**config.mk**
```make
export PLATFORM = sky130hd
export DESIGN_NAME = s8sp_mem_slave
export DESIGN_NICKNAME = d
export VERILOG_FILES = /design/src/rtl/s8sp_pkg.sv /design/src/rtl/s8sp_mem_array.sv /design/src/rtl/s8sp_mem_slave.sv
export SDC_FILE = /design/constraint.sdc
export NUM_CORES = 2
export LEC_CHECK = 0
export CAP_MARGIN = 20
export CORE_MARGIN = 3
export CORE_UTILIZATION = 35
export CTS_CLUSTER_SIZE = 14
export DETAILED_ROUTE_END_ITERATION = 7
export GPL_TIMING_DRIVEN = 0
export PLACE_DENSITY = 0.53
export SYNTH_ARGS = -nofsm -noshare
export SYNTH_HDL_FRONTEND = slang
export SYNTH_SLANG_ARGS = --single-unit
```
**constraint.sdc**
```tcl
create_clock -name clk -period 4.55 [get_ports clk]
set_input_delay 0.91 -clock clk [delete_from_list [all_inputs] [get_ports clk]]
set_output_delay 0.91 -clock clk [all_outputs]
set_load 0.01 [all_outputs]
```
**src/rtl/s8sp_pkg.sv**
```systemverilog
// rtl/s8sp_pkg.sv - shared types, bus defaults and parity helper for the s8sp memory slave
package s8sp_pkg;

    localparam int DEF_DATA_W = 8;
    localparam int DEF_ADDR_W = 8;

    typedef enum logic [1:0] {
        IDLE,
        WAIT,
        ACCESS,
        HOLD
    } mem_state_t;

    // Even parity bit: makes the total count of ones (data + bit) even.
    function automatic logic even_parity(input logic [63:0] data);
        return ^data;
    endfunction

endpackage

```
**src/rtl/s8sp_mem_array.sv**
```systemverilog
// rtl/s8sp_mem_array.sv - single-port RAM, synchronous write, registered read, contents not reset
module s8sp_mem_array #(
    parameter int WIDTH  = 8,
    parameter int ADDR_W = 8,
    parameter int DEPTH  = 256
) (
    input  logic              clk,
    input  logic              we,
    input  logic [ADDR_W-1:0] addr,
    input  logic [WIDTH-1:0]  wdata,
    output logic [WIDTH-1:0]  rdata
);

    logic [WIDTH-1:0] mem [DEPTH];

    always_ff @(posedge clk) begin
        if (we) begin
            mem[addr] <= wdata;
        end
        rdata <= mem[addr];
    end

endmodule

```
**src/rtl/s8sp_mem_slave.sv**
```systemverilog
// rtl/s8sp_mem_slave.sv - s8sp bus memory slave with wait states, rdy handshake and range check
// Optional stored-parity check enabled by defining S8SP_MEM_PARITY_EN.
module s8sp_mem_slave
    import s8sp_pkg::*;
#(
    parameter int DATA_W      = DEF_DATA_W,
    parameter int ADDR_W      = DEF_ADDR_W,
    parameter int DEPTH       = 256,
    parameter int WAIT_STATES = 0
) (
    input  logic              clk,
    input  logic              reset,
    input  logic [ADDR_W-1:0] add,
    input  logic [DATA_W-1:0] dat_in,
    output logic [DATA_W-1:0] dat_out,
    output logic              dat_oe,
    input  logic              rd,
    input  logic              wrt,
    output logic              rdy,
    output logic              err
);

`ifdef S8SP_MEM_PARITY_EN
    localparam int MEM_W = DATA_W + 1;
`else
    localparam int MEM_W = DATA_W;
`endif
    localparam logic [ADDR_W:0] DEPTH_L = (ADDR_W + 1)'(DEPTH);
    localparam logic [3:0]      WS_LAST = 4'(WAIT_STATES - 1);

    mem_state_t        state, state_nxt;
    logic [3:0]        wait_cnt;
    logic [ADDR_W-1:0] addr_q;
    logic [DATA_W-1:0] data_q;
    logic              is_rd_q;
    logic              ill_q;
    logic              in_range;
    logic              par_bad;
    logic              mem_we;
    logic [ADDR_W-1:0] mem_addr;
    logic [MEM_W-1:0]  mem_wdata;
    logic [MEM_W-1:0]  mem_rdata;

    assign in_range = {1'b0, addr_q} < DEPTH_L;

`ifdef S8SP_MEM_PARITY_EN
    assign mem_wdata = {even_parity(64'(data_q)), data_q};
    assign par_bad   = even_parity(64'(mem_rdata[DATA_W-1:0])) != mem_rdata[DATA_W];
`else
    assign mem_wdata = data_q;
    assign par_bad   = 1'b0;
`endif

    always_ff @(posedge clk or negedge reset) begin
        if (!reset) begin
            state <= IDLE;
        end else begin
            state <= state_nxt;
        end
    end

    always_comb begin
        state_nxt = state;
        unique case (state)
            IDLE: begin
                if (rd && wrt) begin
                    state_nxt = HOLD;
                end else if (rd || wrt) begin
                    state_nxt = (WAIT_STATES > 0) ? WAIT : ACCESS;
                end
            end
            WAIT: begin
                if (!rd && !wrt) begin
                    state_nxt = IDLE;
                end else if (wait_cnt == WS_LAST) begin
                    state_nxt = ACCESS;
                end
            end
            ACCESS:  state_nxt = HOLD;
            HOLD: begin
                if (!rd && !wrt) begin
                    state_nxt = IDLE;
                end
            end
            default: state_nxt = IDLE;
        endcase
    end

    // In IDLE the RAM reads the live address so data is ready in the ACCESS cycle even with no wait states.
    always_comb begin
        mem_we   = (state == ACCESS) && !is_rd_q && in_range;
        mem_addr = (state == IDLE) ? add : addr_q;
        err      = ill_q || ((state == ACCESS) && (!in_range || (is_rd_q && par_bad)));
    end

    always_ff @(posedge clk or negedge reset) begin
        if (!reset) begin
            wait_cnt <= '0;
            addr_q   <= '0;
            data_q   <= '0;
            is_rd_q  <= 1'b0;
            ill_q    <= 1'b0;
            dat_out  <= '0;
            dat_oe   <= 1'b0;
            rdy      <= 1'b0;
        end else begin
            ill_q    <= (state == IDLE) && rd && wrt;
            wait_cnt <= (state == WAIT) ? wait_cnt + 4'd1 : 4'd0;
            if ((state == IDLE) && (rd ^ wrt)) begin
                addr_q  <= add;
                data_q  <= dat_in;
                is_rd_q <= rd;
            end
            if (state == ACCESS) begin
                rdy    <= 1'b1;
                dat_oe <= is_rd_q;
                if (is_rd_q) begin
                    dat_out <= in_range ? mem_rdata[DATA_W-1:0] : '0;
                end
            end else if ((state == HOLD) && !rd && !wrt) begin
                rdy    <= 1'b0;
                dat_oe <= 1'b0;
            end
        end
    end

    s8sp_mem_array #(
        .WIDTH  (MEM_W),
        .ADDR_W (ADDR_W),
        .DEPTH  (DEPTH)
    ) u_array (
        .clk   (clk),
        .we    (mem_we),
        .addr  (mem_addr),
        .wdata (mem_wdata),
        .rdata (mem_rdata)
    );

endmodule

```
Word-level counts from Yosys, hierarchy flattened
Memory sizes are Yosys's and may differ from the RTL's. A register that Yosys moved wholly into a read port is not among the register bits. Index checks and enable logic that the tools add are counted.

Add/subtract/negate cells: 1. Eq/ne operators: 7. Mux-type cells: 13. Bitwise operators: 1. Reduce and logical (&&, ||, !) cells: 16.

Operators by type and width (number): $mux 2 (5); $logic_and 1x1->1 (8); $mux 8 (1); $pmux 2 s4 (1); $ne 3x3->1 const B (2); $mux 1 (5); $add 4x1->4 const B (1); $eq 2x2->1 const B (2); $eq 4x4->1 const B (1); $mux 4 (1); $logic_not 1->1 (3); $reduce_and 3->1 (1); $eq 2x1->1 const B (1); $logic_not 2->1 (1); $ne 2x2->1 const B (1); $reduce_and 2->1 (1); $reduce_bool 2->1 (1); $logic_or 1x1->1 (1); $xor 1x1->1 (1).

Bits in registers: 34. RAM bits: 2048. Input bits: 20. Output and inout port bits: 11. Logic and storage cells: 48. Memories kept: 1.

Memories: u_array.mem (words 256, bits a word 8, rd ports 1, clocked after memory_dff 1, write ports 1, line s8sp_mem_array.sv:14) `logic [WIDTH-1:0] mem [DEPTH];`.

Longest topological paths before layout
Word-level depth: 5. Gate-level depth with buffers: 11. Gate-level depth less buffers: 8.

By module
A second synthesis with hierarchy kept.

Cells, all modules: 3650. Area total of the unflattened synthesis: 80009.2 µm².

By module, submodules not included: s8sp_mem_array (times used 1, cells an instance 3547, area an instance 78492.8 µm², sequential area each 61659.1 µm²); s8sp_mem_slave (times used 1, cells an instance 103, area an instance 1516.5 µm², sequential area each 850.8 µm²).

Worst setup path before layout
No wires, ideal clock.

Path kind: reg-to-reg. Start: register data_q[0]. End: memory u_array.mem[0][0], data pin. Library setup time: 0.803 ns. Arrival: 3.181 ns. Required time: 3.747 ns. Slack: 0.566 ns. Stages on the path, launching flop included: 1. Path buffers: 0. Period minus slack after synthesis: 3.984 ns. Cell sequence: dfrtp_1.

RTL lines: from (decl) (line s8sp_mem_slave.sv:34) `logic [DATA_W-1:0] data_q;`; from (signal assigned) (line s8sp_mem_slave.sv:111) `data_q <= dat_in;`; to (decl) (line s8sp_mem_array.sv:14).

No word-level cell before the write port.

Worst setup path in the final report
Start: input port add[1]. End: register u_array.rdata[4], read port of u_array.mem.

Word-level cells in the longest chain between the ends: 1.

Ends and longest elaborated chain: from (decl) (line s8sp_mem_slave.sv:13) `input logic [ADDR_W-1:0] add,`; $mux 8 (line s8sp_mem_slave.sv:92) `mem_addr = (state == IDLE) ? add : addr_q;`; to (decl) (line s8sp_mem_array.sv:11) `output logic [WIDTH-1:0] rdata`.

Every way passes these cells. A chain may end at the register's enable or synchronous reset.

==> metrics.cfg <==
[outcome]
status=finished, violations left
violations=setup timing

[timing]
setup_ws_ns=-0.175
rsz0062_at_grt=true
fin_crit_sh=1.04
clock_skew_ns=0.0594
fmax_mhz=212
relSlewSlack=0.134
finalHoldViolCount=0
setup_viol=8
worst_pin_slew_ns=1.30
post-route-min-period_ns=4.72
drv_slew=0
whs_ns=0.123

[synth]
avgSynthCellArea_um2=18.4
netlist.area_leader.share=0.796
synth_nets=4230
ys_async_sr_fraction=0.0163
yosysWarnings=0
syn_area_mm2=0.0772
synth-edff-count=2048
synth.distinct_cells=38
synth.area.top_cells=edfxtp_1 80%, a221oi_1 5.8%, a22o_1 5.8%
ys_seq_area_frac=0.810
synth_ff_type=edfxtp_1
synth_top_cell_by_area=edfxtp_1
netlist_instances=4206
ys_seq_elements=2090

[floorplanning]
coreArea_mm2=0.218
boundaryPins=31
rows=171
die_x_um=476
fp.dieH_um=476
start_util=0.354
die_area_mm2=0.226

[global_routing]
grt_pass1_wl_um=348000
gr-usage-all-layers=0.220
grt_max_degree=89
grt_overflow=0
antenna_found_initial=11
grt_pass1_vias=43500

[placement]
portBuffers=30
gp_congestion=0.920
dpl_cell_area_mm2=0.0820
hpwl_um=173000

[cts]
tritoncts=yes
cts_buffers=208
postCtsSetupBuffers=0
clk_pin_slew_ns=0.06
clkLatencyLatePin_ns=0.85
cts.sinks=2090
root_buffer=clkbuf_16
clk_path_buf_depth=3
htree_levels=4

[layout]
fin_util=0.410
multi_input_comb_area_mm2=0.0141
fill_cells=19400
area_delta_synth_final_pct=15.8
seq_area_mm2=0.0625
fin_nets=4508
design_area_mm2=0.0894
drive_gt1_frac=0.160

[detailed_routing]
drt_wl_total_um=254000
routedWlPerCell_um=33.8
drtAntennaViolNets=0
dr.pass1.iters=7
vias=45100
drc=0
routed_via_density=6.01
drt_iter0_drc=6318

[pwr]
p_leak_nw=27.4
ir_drop_uv=394
power_density_mw_per_mm2=699

[job]
cap_violations=0

[setup_path]
slowest_stage=or4b_2
path_buf_inv=4
crit_family=buffers and inverters
r2r_setup_slack_ns=-0.06
crit_path_end_kind=flip-flop
worstPathArrival_ns=5.49
crit_path_cell_trace=clkdlybuf4s50_1 > or4b_2 > o21ai_2 > buf_2 > buf_2 > buf_2 > a221oi_1 > o22ai_1 > nor4_2 > a21boi_1 > a2111o_1
worst_ep_required_time_ns=5.31
crit_fanout=10
path_class=in2reg
startpoint_type=primary input
cp_num_cells=11
cpMostUsedCell=buf_2
r2r_cells=10
critPathMaxStageDelay_ns=0.63

[min_path]
hold_path_class=in2async

==> worst paths after layout <==
| kind | from | endpoint |
|---|---|---|
| worst max-delay path | add[1] | u_array.rdata[4] |
| worst min-delay path | reset | dat_out[6] |
| worst max register to register | state[1] | u_array.rdata[4] |
| worst min register to register | u_array.rdata[1] | dat_out[1] |
| max in group asynchronous | reset | data_q[7] |
| min in group clk | u_array.rdata[1] | dat_out[1] |
==> logic make-up (layout without fill, tap and decap cells) <==
family	Yosys count	count (layout)	share of synthesized area
buffers and inverters	322	768	0.0198
xor gates and xnor gates	2	2	0.000227
DFF	2090	2090	0.810
other	0	4	0
muxes	26	26	0.00378
AOI/OAI and AO/OA	1334	1334	0.142
adders and majority gates	4	4	0.000648
and+or+nand+nor	428	428	0.0244
==> layer usage <==
layer / global-route usage / part of all wire / vias to the layer above
met2: 0.336 / 0.45 / 2469
li1: - / - / 18600
met4: 0.0854 / 0.043 / 6
met1: 0.306 / 0.41 / 23600
met5: 0 / 0.0015 / -
met3: 0.0483 / 0.094 / 445
==> final cells by class <==
class	count	area share
diodes	4	0.000112
plain buffers	317	0.0186
clock buffers	259	0.0606
clock inverters	119	0.0106
inverters	4	0.000168
multi-input cells	1794	0.157
flip-flops and latches	2090	0.700
well taps	2854	0.0399
repair buffers	69	0.0131
==> layout by cell type, fill, tap and decap left out, drive strengths merged, types with 9 or more instances in the layout <==
| cell | count |
|---|---|
| a21oi | 19 |
| a221oi | 512 |
| a22o | 512 |
| buf | 214 |
| bufinv | 9 |
| clkbuf | 401 |
| clkdlybuf4s50 | 29 |
| clkinv | 93 |
| dfrtp | 34 |
| edfxtp | 2048 |
| inv | 17 |
| mux2 | 25 |
| nand2 | 53 |
| nand2b | 11 |
| nand3 | 19 |
| nor2 | 267 |
| nor4 | 64 |
| o21ai | 11 |
| o22ai | 256 |
==> power by group <==
| group | internal (mW) | total, mW | switching, mW |
|---|---|---|---|
| clock | 8.97 | 16.4 | 7.41 |
| sequential | 24.2 | 24.9 | 0.719 |
| combinational | 6.05 | 21.2 | 15.2 |
==> synthesized netlist by cell type (2+ instances only) <==
cell      number
dfxtp_1        8
inv_1          4
or4b_2         2
nand3_1       19
a31o_2         2
dfrtp_1       34
mux2_2        25
nor4_1        64
edfxtp_1    2048
o21ai_0        5
clkbuf_1     144
o21ai_1        6
nand2b_1      11
a21oi_1       19
buf_6          8
buf_1         13
buf_2        126
a21boi_1       8
a2111o_1       8
nand3b_1       8
a221oi_1     512
o22ai_1      256
ha_1           4
nand2_1       53
nor2_1       266
o31ai_1        4
buf_4         27
a22o_1       512
==> stage by stage <==
| step | worst slack (ns) | total power, mW | setup TNS [ns] | std cells |
|---|---|---|---|---|
| after floorplan | 0.566 | 36.0 | 0 | 4206 |
| after global placement | -4.22 | 43.8 | - | 7090 |
| after detailed placement | -2.39 | 45.8 | -3197.82 | 7125 |
| after CTS | -0.0587 | 62.2 | -2.11 | 7502 |
| after global routing | -0.0651 | 64.0 | -1.19 | 7507 |
| final | -0.175 | 62.5 | -0.573 | 7510 |
==> flip-flops by register name (all words and copies together) (netlist names) <==
register	flops
u_array.mem	2048
addr_q	8
dat_out	8
data_q	8
u_array.rdata	8
wait_cnt	4
state	2
dat_oe	1
err	1
is_rd_q	1
rdy	1
==> repair_timing <==
item | CTS | global route
gates resized for setup | 275 | 41
hold buffers | 0 | 0
endpoints found under the hold margin | 0 | 0
endpoints found under the setup margin | 1992 | 543
Note: power is estimated with default switching activity, not from simulation.
